--- src/rtl/yd_pkg.sv ---
// Shared constants for the yd data-bus arbiter: bus widths, master indices
// and the starvation counter width.
package yd_pkg;
    localparam int AW_DEF = 16;
    localparam int DW_DEF = 16;
    localparam int M_CORE = 0;
    localparam int M_AUX  = 1;
    localparam int CNT_W  = 4;
endpackage

--- src/rtl/yd_starve_cnt.sv ---
// Saturating count of consecutive denied cycles for the aux master; raises
// boost once the count reaches the threshold, drops it on grant or release.
module yd_starve_cnt
    import yd_pkg::*;
(
    input  logic             clk,
    input  logic             rst_n,
    input  logic             req,
    input  logic             gnt,
    input  logic [CNT_W-1:0] threshold,
    output logic             boost
);

    logic [CNT_W-1:0] cnt;
    logic             denied;

    assign denied = req & ~gnt;

    always_ff @(posedge clk) begin
        if (!rst_n) begin
            cnt   <= '0;
            boost <= 1'b0;
        end else if (!denied) begin
            cnt   <= '0;
            boost <= 1'b0;
        end else begin
            if (cnt != '1)
                cnt <= cnt + 1'b1;
            // This edge is the threshold-th consecutive denial.
            if (cnt == threshold - 1'b1)
                boost <= 1'b1;
        end
    end

endmodule

--- src/rtl/yd_dbus_arb.sv ---
// Two-master arbiter for the single-port data RAM: fixed priority to the core
// with a one-shot anti-starvation boost for the aux master.
module yd_dbus_arb
    import yd_pkg::*;
#(
    parameter int AW         = AW_DEF,
    parameter int DW         = DW_DEF,
    parameter int STARVE_MAX = 4
) (
    input  logic          clk,
    input  logic          rst_n,
    input  logic          m0_req,
    input  logic          m0_we,
    input  logic [AW-1:0] m0_addr,
    input  logic [DW-1:0] m0_din,
    output logic          m0_gnt,
    output logic          m0_vld,
    output logic [DW-1:0] m0_dout,
    input  logic          m1_req,
    input  logic          m1_we,
    input  logic [AW-1:0] m1_addr,
    input  logic [DW-1:0] m1_din,
    output logic          m1_gnt,
    output logic          m1_vld,
    output logic [DW-1:0] m1_dout,
    output logic [AW-1:0] mem_addr,
    output logic [DW-1:0] mem_din,
    output logic          mem_we,
    input  logic [DW-1:0] mem_dout,
    output logic          starve_o
);

    localparam logic [CNT_W-1:0] STARVE_THR = CNT_W'(STARVE_MAX);

    logic       boost;
    logic [1:0] rd_own;

    yd_starve_cnt u_starve (
        .clk       (clk),
        .rst_n     (rst_n),
        .req       (m1_req),
        .gnt       (m1_gnt),
        .threshold (STARVE_THR),
        .boost     (boost)
    );

    always_comb begin
        m1_gnt = rst_n & m1_req & (~m0_req | boost);
        m0_gnt = rst_n & m0_req & ~m1_gnt;
    end

    always_comb begin
        mem_addr = '0;
        mem_din  = '0;
        mem_we   = 1'b0;
        if (m1_gnt) begin
            mem_addr = m1_addr;
            mem_din  = m1_din;
            mem_we   = m1_we;
        end else if (m0_gnt) begin
            mem_addr = m0_addr;
            mem_din  = m0_din;
            mem_we   = m0_we;
        end
    end

    always_ff @(posedge clk) begin
        if (!rst_n)
            rd_own <= 2'b00;
        else
            rd_own <= {m1_gnt & ~m1_we, m0_gnt & ~m0_we};
    end

    // Gating with rst_n kills a read that was granted just before reset.
    assign m0_vld   = rst_n & rd_own[M_CORE];
    assign m1_vld   = rst_n & rd_own[M_AUX];
    assign m0_dout  = m0_vld ? mem_dout : '0;
    assign m1_dout  = m1_vld ? mem_dout : '0;
    assign starve_o = boost;

endmodule

--- config.mk ---
export PLATFORM = sky130hd
export DESIGN_NAME = yd_dbus_arb
export DESIGN_NICKNAME = d
export VERILOG_FILES = /design/src/rtl/yd_pkg.sv /design/src/rtl/yd_starve_cnt.sv /design/src/rtl/yd_dbus_arb.sv
export SDC_FILE = /design/constraint.sdc
export NUM_CORES = 1
export LEC_CHECK = 0
export ABC_AREA = 1
export CORE_UTILIZATION = 25
export CTS_CLUSTER_DIAMETER = 200
export CTS_CLUSTER_SIZE = 40
export DETAILED_ROUTE_END_ITERATION = 16
export PLACE_DENSITY = 0.83
export SETUP_SLACK_MARGIN = 0.5
export SYNTH_ARGS = -nofsm -noshare
export SYNTH_HDL_FRONTEND = slang
export SYNTH_HIERARCHICAL = 1
export SYNTH_SLANG_ARGS = --single-unit
--- constraint.sdc ---
create_clock -name clk -period 1.4 [get_ports clk]
set_input_delay 0.21 -clock clk [delete_from_list [all_inputs] [get_ports clk]]
set_output_delay 0.21 -clock clk [all_outputs]
set_load 0.005 [all_outputs]
==> reports/results.tsv <==
stage	metric	value	unit
status	status	complete, but fails checks	
status	violations	setup timing	
placement	gp_congestion	0.795	
global_route	grtUsageTotal	30.8	%
sta	max_freq	603	MHz
finish	syn_to_final_growth	206	%
route	drtIter0Drc	93	
job	cap_violations	0	
logic_synthesis	synthesis.area	1140	um2
route	num_vias	2431	
finish	post-route-util	80.0	%
critical_path	critPathRequiredTime	1190	ps
global_route	grt_antenna_before_repair	1	
clock_tree	clk_latency	240	ps
placement	dpl_cell_area	2850	um2
floorplan	initial_core_util	26.2	%
sta	finClkSkew	0.741	ps
logic_synthesis	seq_area_frac_synth	12.3	%
critical_path	critical_path_class	flip-flop to output port	
sta	setup_viol	40	
finish	drive_gt1_share	48.2	%
global_route	grt_max_degree	34	
placement	pre_cts_slack	-689	ps
placement	dpl.hpwl	4.35	mm
route	wire_per_inst	16.5	um
worst_hold_path	min-delay-path-class	input port to flip-flop	
critical_path	reg2reg_from	u_starve/boost	
route	first_pass_iters	4	
floorplan	die_area	4830	um2
finish	fin_area	3480	um2
sta	holdWs	538	ps
clock_tree	cts_sinks	7	
logic_synthesis	ys_types	20	
sta	rsz0062_at_grt	yes	
clock_tree	cts_tree	built	
logic_synthesis	netlist_instances	241	
route	drc	0	
critical_path	r2r_slack	-150	ps
route	drt-total-wl	8.24	mm
critical_path	cp-end-kind	output port	
clock_tree	clk_path_buf_depth	2	
critical_path	cp-endpoint	mem_din[12]	
power_and_ir_drop	vdd_drop_max	236	uV
critical_path	startpoint	u_starve/boost	
clock_tree	htreeDepth	1	
power_and_ir_drop	leakage	1.89	nW
global_route	grt_pass1_vias	2430	
sta	period_share	119	%
sta	min_period	1660	ps
floorplan	die_h	69.5	um
floorplan	die_w	69.5	um
logic_synthesis	yosysWarnings	6	
sta	hold_violations	0	
logic_synthesis	synth.avg_cell_area	4.73	um2
critical_path	r2r.worst_path.cells	8	
placement	port_buffers	155	
route	via_per_inst	4.85	
worst_hold_path	hp-start	rst_n	
critical_path	arrival	1450	ps
floorplan	core-area	4350	um2
clock_tree	cts_buffers	3	
sta	drv_slew	0	
global_route	grt_pass1_wl	11.7	mm
finish	layout.nets	537	
critical_path	crit_fanout	4	
sta	worst_slack	-259	ps
critical_path	reg2reg_to	u_starve/cnt[3]	
floorplan	ioPinCount	156	
logic_synthesis	synth-seq-cells	7	
route	ant_nets	0	
clock_tree	clkTransAtPathRegs	40	ps
global_route	grt-ovfl-total	0	
power_and_ir_drop	power.density	372	nW/um2
critical_path	worst_setup_path_start_kind	flip-flop	
floorplan	rows	24	
clock_tree	clock-root-buffer	clkbuf_8	
## per-stage QoR
stage / std cells / TNS (ps) / total power (W)
final: 501 / -7680 / 0.00130
after detailed placement: 456 / -42640 / 0.000824
after global routing: 501 / -8960 / 0.00136
after global placement: 456 / -41740 / 0.000818
after floorplan: 250 / 0 / 0.000393
after CTS: 495 / -3750 / 0.00119
## cell families after synthesis
group	after synthesis	synth area share, %
and+or+nand+nor	176	63.1
adders and majority gates	2	2.20
other	2	0.659
AOI/OAI and AO/OA	7	5.05
buffers and inverters	47	16.7
DFF	7	12.3
## worst min-delay path by stage
| stage | end | slack [ps] | cells after the start |
|---|---|---|---|
| floorplan | rd_own[0] | 280 | 1 |
| global placement | u_starve/cnt[1] | 530 | 2 |
| detailed placement | u_starve/cnt[1] | 540 | 2 |
| CTS | u_starve/cnt[3] | 500 | 4 |
| global route | rd_own[0] | 550 | 2 |
| finish | rd_own[1] | 540 | 6 |
## Yosys cell counts
library cell	instances	area, um2
conb_1	2	7.51
nand2_2	2	12.5
nor3_1	1	5.00
buf_2	8	40.0
nand3_1	39	195
a211oi_1	2	15.0
ha_1	2	25.0
o21a_1	1	7.51
clkinv_1	1	3.75
buf_4	1	7.51
nor2_1	43	161
a21oi_4	1	16.3
a21oi_1	2	10.0
nand2_1	90	338
clkbuf_1	2	7.51
a21oi_2	1	8.76
inv_1	34	128
nand3b_1	1	7.51
dfxtp_1	7	140
inv_2	1	3.75
## metal layers
metal | track usage (%) | share of wire, % | up-vias
met3 | 7.99 | 8.8 | 48
met5 | 0 | 0 | -
met4 | 20.0 | 7.3 | 0
met1 | 29.8 | 32 | 1076
li1 | - | - | 1144
met2 | 57.0 | 52 | 163
## state kept, by name (all words and copies together), names as in the netlist
| register | cells |
|---|---|
| u_starve/cnt | 4 |
| rd_own | 2 |
| u_starve/boost | 1 |
## area by class of cell
| type | count | area, um2 |
|---|---|---|
| fill | 272 | 870 |
| antenna | 1 | 2.50 |
| tap | 52 | 65.1 |
| inverter | 36 | 135 |
| sequential | 7 | 149 |
| multi-input combinational | 198 | 1220 |
| clock buffer | 4 | 45.0 |
| timing repair buffer | 203 | 1870 |
## worst max-delay path: stages (launching register included)
cell	delay, ps
dfxtp_2	330
inv_2	60
a21oi_4	200
buf_6	140
buf_6	110
clkbuf_16	140
nand2_4	40
nand2_1	70
buf_2	130
## timing repair
item	in CTS	in global routing
setup buffers	29	4
setup endpoints to repair	77	77
pin swaps	34	29
hold buffers	0	0
cloned	6	1
gates resized for setup	374	76
## report_power, final
part           total [W]  internal [W]  switching (W)
registers       0.000211      0.000203     0.00000822
clock network   0.000311      0.000199       0.000112
logic           0.000773      0.000445       0.000328
total            0.00130      0.000847       0.000449
## cell usage in the layout (no fill, tap or decap), types with 2 or more instances in the layout
| cell | netlist | layout |
|---|---|---|
| ha_1 | 2 | 2 |
| nand2_4 | 0 | 9 |
| conb_1 | 2 | 11 |
| clkdlybuf4s50_1 | 0 | 74 |
| dlygate4sd2_1 | 0 | 10 |
| buf_12 | 0 | 5 |
| inv_2 | 1 | 13 |
| buf_2 | 8 | 62 |
| buf_4 | 1 | 11 |
| nor2_2 | 0 | 9 |
| dfxtp_4 | 0 | 2 |
| buf_6 | 0 | 35 |
| nand2_1 | 90 | 54 |
| nand2_8 | 0 | 2 |
| inv_1 | 34 | 22 |
| a21oi_2 | 1 | 2 |
| nand3_2 | 0 | 6 |
| nand3_1 | 39 | 33 |
| dfxtp_1 | 7 | 4 |
| clkbuf_8 | 0 | 3 |
| buf_16 | 0 | 4 |
| nand2_2 | 2 | 29 |
| nor2_1 | 43 | 15 |
| nor2_4 | 0 | 19 |
No activity file was read; power rests on OpenSTA's default activity.
